File: config.mk
export PLATFORM = sky130hd
export DESIGN_NAME = trace_capture
export DESIGN_NICKNAME = d
export VERILOG_FILES = /design/src/rtl/trace_pkg.sv /design/src/rtl/trace_ram.sv /design/src/rtl/trace_capture.sv
export SDC_FILE = /design/constraint.sdc
export NUM_CORES = 1
export LEC_CHECK = 0
export ABC_CLOCK_PERIOD_IN_PS = 25500
export CORE_ASPECT_RATIO = 0.5
export CORE_MARGIN = 2
export CORE_UTILIZATION = 47
export DETAILED_ROUTE_END_ITERATION = 12
export GPL_ROUTABILITY_DRIVEN = 0
export GPL_TIMING_DRIVEN = 0
export PLACE_DENSITY = 0.72
export SLEW_MARGIN = 20
export SYNTH_ARGS = -nofsm -noshare
export SYNTH_HDL_FRONTEND = slang
export SYNTH_SLANG_ARGS = --single-unit
export TNS_END_PERCENT = 5
File: constraint.sdc
create_clock -name clk -period 25.5 [get_ports clk]
set_input_delay 2.55 -clock clk [delete_from_list [all_inputs] [get_ports clk]]
set_output_delay 2.55 -clock clk [all_outputs]
set_load 0.005 [all_outputs]
File: src/rtl/trace_pkg.sv
// Shared types and default sizing for the instruction trace capture block.
// Holds the capture FSM state encoding and default WIDTH/DEPTH/POST_TRIG.
package trace_pkg;

  typedef enum logic [1:0] {
    IDLE  = 2'd0,
    ARMED = 2'd1,
    POST  = 2'd2,
    DONE  = 2'd3
  } state_t;

  localparam int DEF_WIDTH     = 32;
  localparam int DEF_DEPTH     = 16;
  localparam int DEF_POST_TRIG = 4;

endpackage

File: src/rtl/trace_ram.sv
// Trace storage: DEPTH x DW, one synchronous write port, async read port.
// Ports: clk, we/waddr/wdata (write), raddr/rdata (combinational read).
module trace_ram #(
  parameter int DW    = 96,
  parameter int DEPTH = 16
) (
  input  logic                     clk,
  input  logic                     we,
  input  logic [$clog2(DEPTH)-1:0] waddr,
  input  logic [DW-1:0]            wdata,
  input  logic [$clog2(DEPTH)-1:0] raddr,
  output logic [DW-1:0]            rdata
);

  logic [DW-1:0] mem [DEPTH];

  always_ff @(posedge clk) begin
    if (we) mem[waddr] <= wdata;
  end

  assign rdata = mem[raddr];

endmodule

File: src/rtl/trace_capture.sv
// Circular trace buffer of retired instructions with trigger and readout.
// Ports: clk/reset, arm/abort control, retire record in, trigger match,
// rd_* oldest-first readout, state/done/count/trig_pc status.
module trace_capture
  import trace_pkg::*;
#(
  parameter int WIDTH     = DEF_WIDTH,
  parameter int DEPTH     = DEF_DEPTH,
  parameter int POST_TRIG = DEF_POST_TRIG
) (
  input  logic                     clk,
  input  logic                     reset,
  input  logic                     arm,
  input  logic                     abort,
  input  logic                     valid,
  input  logic [WIDTH-1:0]         pc,
  input  logic [WIDTH-1:0]         instr,
  input  logic [WIDTH-1:0]         result,
  input  logic [WIDTH-1:0]         trig_mask,
  input  logic [WIDTH-1:0]         trig_value,
  input  logic                     rd_req,
  output logic                     rd_valid,
  output logic [WIDTH-1:0]         rd_pc,
  output logic [WIDTH-1:0]         rd_instr,
  output logic [WIDTH-1:0]         rd_result,
  output logic                     rd_last,
  output logic [1:0]               state,
  output logic                     done,
  output logic [$clog2(DEPTH):0]   count,
  output logic [WIDTH-1:0]         trig_pc
);

  localparam int AW = $clog2(DEPTH);
  localparam int CW = AW + 1;

  state_t            st, st_nxt;
  logic [AW-1:0]     wr_ptr, rd_ptr, post_cnt;
  logic [CW-1:0]     cnt;
  logic [WIDTH-1:0]  trig_q;
  logic              match, wr_en, rd_fire, full;
  logic [AW-1:0]     wr_inc;
  logic [CW-1:0]     cnt_inc;
  logic [3*WIDTH-1:0] rdata;

  assign match   = ((instr ^ trig_value) & trig_mask) == '0;
  assign wr_en   = valid && !abort && (st == ARMED || st == POST);
  assign full    = cnt == CW'(DEPTH);
  assign wr_inc  = wr_ptr + AW'(1);
  assign cnt_inc = full ? cnt : cnt + CW'(1);

  assign rd_valid = (st == DONE) && (cnt != '0);
  assign rd_fire  = rd_valid && rd_req;
  assign rd_last  = rd_valid && (cnt == CW'(1));

  always_comb begin
    st_nxt = st;
    unique case (st)
      IDLE:  if (arm) st_nxt = ARMED;
      ARMED: if (valid && match)
               st_nxt = (POST_TRIG == 0) ? DONE : POST;
      POST:  if (valid && post_cnt == AW'(1)) st_nxt = DONE;
      DONE:  if (rd_fire && rd_last) st_nxt = IDLE;
      default: st_nxt = IDLE;
    endcase
    if (abort) st_nxt = IDLE;
  end

  always_ff @(posedge clk) begin
    if (!reset) begin
      st       <= IDLE;
      wr_ptr   <= '0;
      rd_ptr   <= '0;
      post_cnt <= '0;
      cnt      <= '0;
      trig_q   <= '0;
    end else begin
      st <= st_nxt;
      if (abort) begin
        wr_ptr   <= '0;
        rd_ptr   <= '0;
        post_cnt <= '0;
        cnt      <= '0;
      end else if (st == IDLE) begin
        if (arm) begin
          wr_ptr <= '0;
          rd_ptr <= '0;
          cnt    <= '0;
        end
      end else begin
        if (wr_en) begin
          wr_ptr <= wr_inc;
          cnt    <= cnt_inc;
          // Oldest entry sits count slots behind the write pointer;
          // a full buffer gives zero low bits, i.e. the next write slot.
          if (st_nxt == DONE)
            rd_ptr <= wr_inc - cnt_inc[AW-1:0];
        end
        if (st == ARMED && valid && match) begin
          trig_q   <= pc;
          post_cnt <= AW'(POST_TRIG);
        end
        if (st == POST && valid)
          post_cnt <= post_cnt - AW'(1);
        if (rd_fire) begin
          rd_ptr <= rd_ptr + AW'(1);
          cnt    <= cnt - CW'(1);
        end
      end
    end
  end

  trace_ram #(
    .DW    (3 * WIDTH),
    .DEPTH (DEPTH)
  ) u_ram (
    .clk   (clk),
    .we    (wr_en),
    .waddr (wr_ptr),
    .wdata ({pc, instr, result}),
    .raddr (rd_ptr),
    .rdata (rdata)
  );

  assign rd_pc     = rdata[3*WIDTH-1:2*WIDTH];
  assign rd_instr  = rdata[2*WIDTH-1:WIDTH];
  assign rd_result = rdata[WIDTH-1:0];

  assign state   = st;
  assign done    = st == DONE;
  assign count   = cnt;
  assign trig_pc = trig_q;

endmodule
Word-level counts from Yosys, hierarchy flattened
Memories as Yosys holds them, arrays and structs flattened. A register that Yosys moved wholly into a read port is not among the register bits.
Index checks and enable logic that the tools add are counted.
{"block": "word_totals", "wordCells": 79, "inputBits": 166, "ramBits": 1536, "ff_bits": 51, "output_inout_bits": 138, "mem_count": 1}
{"memory": "u_ram.mem", "words": 16, "word_bits": 96, "read_ports": 1, "rd_ports_with_merged_regs": 1, "wr": 1, "line_no": "trace_ram.sv:15", "source": "logic [DW-1:0] mem [DEPTH];"}
{"block": "op_classes", "mux": 24, "add_sub_neg": 6, "eq_ne": 9, "n_reduce_logical": 27, "n_bitwise": 5}
{"operator": "4-bit 2-to-1 mux", "n": 11}
{"operator": "32-bit AND", "n": 1}
{"operator": "32-bit zero test", "n": 1}
{"operator": "32-bit bitwise XOR", "n": 1}
{"operator": "5-bit 2-to-1 mux", "n": 5}
{"operator": "1-bit logical AND", "n": 11}
{"operator": "2-bit 2-to-1 mux", "n": 5}
{"operator": "3-bit AND reduction", "n": 3}
{"operator": "4-bit by 1-bit adder with 4-bit output, second input constant", "n": 2}
{"operator": "2-bit case mux with 4 select lines", "n": 1}
{"operator": "2-bit == test, second input constant", "n": 3}
{"operator": "2-bit AND reduction", "n": 3}
{"operator": "3-bit nonzero test", "n": 2}
{"operator": "5-bit by 1-bit adder with 5-bit output, second input constant", "n": 1}
{"operator": "5-bit by 1-bit == test with 1-bit output, second input constant", "n": 1}
{"operator": "5-bit == test, second input constant", "n": 1}
{"operator": "5-bit nonzero test", "n": 1}
{"operator": "5-bit by 1-bit subtractor with 5-bit output, second input constant", "n": 1}
{"operator": "4-bit by 1-bit == test with 1-bit output, second input constant", "n": 1}
{"operator": "2-bit nonzero test", "n": 2}
{"operator": "4-bit by 1-bit subtractor with 4-bit output, second input constant", "n": 1}
{"operator": "4-bit subtractor", "n": 1}
{"operator": "3-bit by 2-bit != test with 1-bit output, second input constant", "n": 1}
{"operator": "1-bit inverter", "n": 3}
{"operator": "other kinds (7)", "n": 8}

Depth between registers and ports, before layout
Gate-level depths: netlist of run 1.
{"block": "depth", "ltp_word": 14, "mapped_depth": 13, "mapped_depth_nobuf": 13}

Modules after synthesis
A second synthesis of run 1 with hierarchy kept.
{"block": "unflattened", "hier_cells": 2727, "area_unflattened_um2": 60698.2}
{"mod": "trace_ram", "n_inst": 1, "cells_per_inst": 2364, "area_each_um2": 57433.8}
{"mod": "trace_capture", "n_inst": 1, "cells_per_inst": 363, "area_each_um2": 3264.4}

Worst setup path before layout of run 1
No wires, ideal clock.
{"block": "synth_timing", "kind": "input port to flip-flop", "start": "in abort", "end": "mem u_ram.mem[3][0] (enable)", "setup_slack_ns": 15.209, "cell_stages": 4, "path_buffers": 1, "t_arrival_ns": 9.623, "path_cell_list": "and3b_1 -> clkbuf_1 -> nand2_1 -> nor3_1"}
{"block": "synth_between", "elab_chain_len": 5}
{"element": "start: declaration", "line_no": "trace_capture.sv:14", "source": "input logic abort,"}
{"element": "1-bit zero test", "line_no": "trace_capture.sv:46", "source": "assign wr_en = valid && !abort && (st == ARMED || st == POST);"}
{"element": "1-bit logical AND (2 in a row)", "line_no": "trace_capture.sv:46"}
{"element": "1-bit 2-to-1 mux", "line_no": "trace_ram.sv:18", "source": "if (we) mem[waddr] <= wdata;"}
{"element": "1-bit 2-to-1 mux (implied by the code)", "line_no": "trace_ram.sv:18"}
{"element": "end: declaration", "line_no": "trace_ram.sv:15"}
Every way passes these cells.

==> results of run 1 <==
flip-flops by register name, indices dropped and copies added, names as in the netlist, named ones only:
| name | count |
|---|---|
| u_ram.mem | 1536 |
| wr_ptr | 4 |
| post_cnt | 4 |
| count | 5 |
| trig_pc | 32 |
| rd_ptr | 4 |
| state | 2 |
layout make-up:
cell class              count  share of cell area [%]
well taps                1710                    2.93
inverters                  14                  0.0720
clock inverters            65                   0.573
flip-flops and latches   1591                    64.7
multi-input cells         836                    18.1
diodes                      8                  0.0274
clock buffers             194                    5.48
repair buffers            446                    7.36
plain buffers             130                   0.768
power by group:
part	internal, mW	switching [mW]	total [mW]
logic	0.0363	0.0585	0.0949
clock network	1.14	0.917	2.06
registers	2.86	0.000576	2.87
metal layers:
metal,vias up,routed length [microns]
li1,12200,-
met1,16300,56600
met2,1667,78300
met3,259,12200
met4,8,5340
met5,-,50
Yosys cell counts (3+ instances only):
cell type / number / area share, %
mux4_2: 480 / 18
inv_1: 14 / 0.086
nand2_1: 86 / 0.53
a21boi_1: 11 / 0.14
o41ai_1: 4 / 0.058
xor2_1: 38 / 0.55
a32o_1: 4 / 0.066
and3_1: 4 / 0.041
buf_2: 46 / 0.38
buf_1: 4 / 0.025
xnor2_1: 5 / 0.072
a21oi_1: 18 / 0.15
a22oi_1: 27 / 0.33
edfxtp_1: 1536 / 76
nor2_1: 35 / 0.22
a211oi_1: 3 / 0.037
o21ai_0: 12 / 0.099
nand2b_1: 7 / 0.072
nand4_1: 8 / 0.082
clkbuf_1: 79 / 0.49
a21boi_0: 21 / 0.26
ha_1: 18 / 0.37
dfxtp_1: 55 / 1.8
nor4_1: 3 / 0.031
nand3_1: 8 / 0.066
nor3_1: 12 / 0.099
cell families (layout without fill, tap and decap cells):
kind of cell | count (synthesis) | count (layout) | share of synthesized area (%)
compound gates | 115 | 115 | 1.35
xor+xnor | 43 | 43 | 0.618
fa+ha+maj | 19 | 19 | 0.403
buf+inv | 144 | 849 | 0.994
flops | 1591 | 1591 | 77.5
mux | 481 | 481 | 17.8
other cells | 0 | 8 | 0
simple gates | 178 | 178 | 1.35
stage by stage:
| stage | area, sq um | util, % | std cells | setup WS [ns] |
|---|---|---|---|---|
| after detailed placement | 68500 | 53.3 | 4727 | 18.74 |
| after global placement | 66100 | 51.4 | 4584 | 6.02 |
| after global routing | 73000 | 56.7 | 4989 | 18.06 |
| after floorplan | 60900 | - | 2571 | 15.21 |
| final | 73000 | 56.7 | 4994 | 18.20 |
| after CTS | 73000 | 56.7 | 4986 | 18.08 |
worst register-to-register path, delay by kind of cell (launching register included):
family / cells / cell delay [ns]
simple gates: 3 / 1.03
flops: 1 / 0.41
buf+inv: 11 / 2.08
fa+ha+maj: 1 / 0.30
cells in the final DEF (no fill, tap or decap), types with 28 or more instances in the layout:
cell type / instances
buf_12: 34
xor2_1: 38
clkdlybuf4s50_1: 303
clkbuf_16: 151
buf_4: 55
clkinv_2: 28
dfxtp_1: 55
edfxtp_1: 1536
nand2_1: 86
clkbuf_1: 110
buf_16: 39
mux4_2: 480
buf_2: 46
final timing paths:
check         startpoint  cells after the start               end  slack, ns
max                 flop                      6         rd_pc[29]      18.20
min          trig_pc[23]                      2       trig_pc[23]       0.45
max reg2reg     state[0]                     15  u_ram.mem[1][20]      21.39
min reg2reg  trig_pc[23]                      2       trig_pc[23]       0.45
==> impl_metrics.toml, run 1 <==
[power_and_ir_drop]
fin_total_pwr_mw = 5.02
max-vdd-ir-drop_mv = 0.0681
cellLeakagePower_nw = 22.2
power_density_mw_per_mm2 = 68.7

[clock_network]
cts_resized = 0
cts_buffers = 142
cts_root_buffer = "clkbuf_16"
clock_sinks = 1591
cts_tree = "done"
cts_hold_repair.buffers = 0
cts_setup_buffers = 0
htreeDepth = 4
clock_latency_ns = 0.76
cts_buffer_depth = 3
clk_pin_slew_worst_paths_ns = 0.06

[finish]
fillCellCount = 9046
seq_area_sq_mm = 0.0472
nets = 3346
area_growth_pct = 19.8
drive_above_1_share_pct = 27.5
multi_input_area_sq_mm = 0.0132

[yosys]
synth_edf_count = 1536
synth_area_sq_mm = 0.0609
ys_ff_latch = 1591
syn-num-nets = 2756
async_reset_ff_share_pct = 0
ys_seq_area_share_pct = 77.5
synth_cell_types = 56
synth_area_per_cell_sq_um = 23.7
syn_inst = 2571
ys.flop_type = "edfxtp_1"
ys_warn_count = 0

[critical_path]
path_cells = "clkbuf_1, clkbuf_1, buf_2, mux4_2, mux4_2, clkdlybuf4s50_1"
cp_top_family = "buffers and inverters"
critPathLaunchType = "flop"
critPathArrivalTime_ns = 4.75
cp.buffers_inverters = 4
crit_fanout = 11
cp_slowest_cell = "clkbuf_1"
critPathMaxStageDelay_ns = 0.90
crit_path_end_kind = "output port"
cp.required_ns = 22.95
crit_type = "flop to output port"

[outcome]
status = "completed"

[timing]
finalHoldWorstSlack_ns = 0.448
hold_viol = 0
clock-skew-final_ns = 0.0168
post-route-period-util_pct = 28.6
fin_setup_tns_ns = 0
worst_slew_pin_slew_ns = 1.24
slew_headroom_pct = 17.3
max_freq_mhz = 137
post-route-min-period_ns = 7.30
setup_viol = 0
rsz0062_at_grt = "false"
slew_viol_final = 0

[global_routing]
grt_pass1_vias = 31100
grtUsageMet3_pct = 4.00
gr-usage-met1_pct = 29.4
grt.busiest_layer = "met2"
met2_usage_pct = 39.3
antenna_found_initial = 9
grt_usage_pct = 22.9
grt_start_max_net_pins = 19
overflow = 0
grt_pass1_wl_microns = 217000

[route]
vias = 30400
drt_iter0_markers = 3540
drcViolationCount = 0
wl_per_cell_microns = 30.5
ant_nets = 0
vias_per_cell = 6.10
first_pass_iters = 5
postRouteWirelength_microns = 153000

[floorplan]
core_area_sq_mm = 0.129
row_count = 93
start_util_pct = 47.3
dieArea_sq_mm = 0.133
die_width_microns = 513
io_pins = 304
die_y_microns = 259

[worst_hold_path]
hold_class = "flop to flop"

[placed_design]
io_buffers = 303
dp_hpwl_microns = 96900

[flow_run]
maxCapViolCount = 0
(Power assumes the default switching activity.)
==> inputs of run 2 (changes only) <==
--- a/config.mk
+++ b/config.mk
@@ -5,7 +5,7 @@
 export SDC_FILE = /design/constraint.sdc
 export NUM_CORES = 1
 export LEC_CHECK = 0
-export ABC_CLOCK_PERIOD_IN_PS = 25500
+export ABC_CLOCK_PERIOD_IN_PS = 7300
 export CORE_ASPECT_RATIO = 0.5
 export CORE_MARGIN = 2
 export CORE_UTILIZATION = 47
==> constraint.sdc (replaced) <==
create_clock -name clk -period 7.3 [get_ports clk]
set_input_delay 0.73 -clock clk [delete_from_list [all_inputs] [get_ports clk]]
set_output_delay 0.73 -clock clk [all_outputs]
set_load 0.005 [all_outputs]
==> run 2 against run 1 <==
  * Clock skew decreased by 0.0023 ns
  * Sequential cell count unchanged
  * First-iteration DRC count decreased by 1.0%
  * Critical path type unchanged
==> impl_metrics.toml, run 2 (synthesis gave the netlist of run 1 again) <==
[clock_network]
htreeDepth = 4
clock_latency_ns = 0.77
clk_pin_slew_worst_paths_ns = 0.07
cts_setup_buffers = 0
clock_sinks = 1591
cts_root_buffer = "clkbuf_16"
cts_buffers = 142
cts_tree = "done"
cts_hold_repair.buffers = 0
cts_resized = 0
cts_buffer_depth = 3

[route]
ant_nets = 0
postRouteWirelength_microns = 152000
drcViolationCount = 0
first_pass_iters = 7
drt_iter0_markers = 3503
vias = 30200
vias_per_cell = 6.07
wl_per_cell_microns = 30.6

[floorplan]
dieArea_sq_mm = 0.133
row_count = 93
io_pins = 304
start_util_pct = 47.3
die_width_microns = 513
core_area_sq_mm = 0.129
die_y_microns = 259

[critical_path]
critPathMaxStageDelay_ns = 0.92
critPathArrivalTime_ns = 4.71
cp-endpoint = "rd_pc[19]"
critPathLaunchType = "flop"
crit_fanout = 10
reg2reg_slack_ns = 3.44
reg2regPathDepth = 11
crit_cells = 6
cp_top_family = "buffers and inverters"
cp_slowest_cell = "clkbuf_1"
worstReg2RegEnd = "trig_pc[2]"
cp.buffers_inverters = 4
path_cells = "clkbuf_1, clkbuf_1, buf_2, mux4_2, mux4_2, clkdlybuf4s50_1"
crit_type = "flop to output port"
crit_path_end_kind = "output port"
cp.required_ns = 6.57
r2r-start = "state[0]"

[timing]
setup_viol = 0
worst_slew_pin_slew_ns = 1.18
post-route-period-util_pct = 74.6
hold_viol = 0
slew_viol_final = 0
rsz0062_at_grt = "false"
fin_setup_tns_ns = 0
slew_headroom_pct = 21.2
fin_ws_ns = 1.86
clock-skew-final_ns = 0.0145
post-route-min-period_ns = 5.44
max_freq_mhz = 184

[finish]
top_register = "u_ram.mem"
largest_reg_flops = 1536
final_cell_mix = "edfxtp_1, mux4_2, clkdlybuf4s50_1, clkbuf_16, clkbuf_1"
nets = 3338
fillCellCount = 9000
drive_above_1_share_pct = 27.5
final_common_cell = "edfxtp_1"
area_growth_pct = 20.0

[placed_design]
post-place-ws_ns = 2.36
io_buffers = 303
dp_hpwl_microns = 97300

[flow_run]
maxCapViolCount = 0

[global_routing]
grt_start_max_net_pins = 20
grt_usage_pct = 22.9
antenna_found_initial = 14
grt_pass1_vias = 30900
grt_pass1_wl_microns = 216000
overflow = 0

[power_and_ir_drop]
power_density_mw_per_mm2 = 243
cellLeakagePower_nw = 22.3
max-vdd-ir-drop_mv = 0.269

[worst_hold_path]
hold_class = "flop to flop"

[outcome]
status = "completed"
-- run 2: routing by layer --
layer | global-route usage (%) | vias up | part of all wire, %
met5 | 0 | - | 0.026
met4 | 9.10 | 6 | 3.5
met3 | 4.63 | 237 | 8.9
met2 | 39.1 | 1721 | 51
met1 | 29.1 | 16100 | 36
li1 | - | 12200 | -
-- run 2: final cells by class --
class	count	area, sq um	area share (%)
Sequential cell	1591	47200	64.6
Timing Repair Buffer	438	5350	7.32
Clock inverter	66	579	0.792
Multi-Input combinational cell	836	13200	18.1
Antenna cell	9	22.5	0.0308
Clock buffer	189	3970	5.43
Tap cell	1710	2140	2.93
Buffer	130	566	0.774
Inverter	14	52.6	0.0719
-- run 2: per-stage QoR --
step,std cells,hold slack (ns),power [mW],utilization [%],instance area [sq um]
after floorplan,2571,0.432,10.3,-,60900
after global placement,4584,0.438,10.5,51.4,66100
after detailed placement,4718,0.443,10.5,53.2,68500
after CTS,4973,0.451,17.8,56.8,73100
after global routing,4980,0.474,18.2,56.8,73100
final,4983,0.449,17.7,56.8,73100
-- run 2: worst min path at each step --
stage                        endpoint  slack [ns]   startpoint  cells after the start
after detailed placement   trig_pc[9]        0.44   trig_pc[9]                      2
after global placement     trig_pc[1]        0.44   trig_pc[1]                      2
after CTS                  trig_pc[9]        0.45   trig_pc[9]                      2
after floorplan           post_cnt[3]        0.43  post_cnt[3]                      1
after global routing       trig_pc[4]        0.47   trig_pc[4]                      2
final                      trig_pc[9]        0.45   trig_pc[9]                      2
-- run 2: worst min-delay path, stage by stage (launching register included) --
cell and delay, ns:
dfxtp_1 0.31, nand2_1 0.05, a21boi_1 0.05
-- run 2: power by group --
group | internal (mW) | switching, mW
Sequential | 10.0 | 0.00206
Clock | 4.18 | 3.22
Combinational | 0.127 | 0.205
Total | 14.3 | 3.42
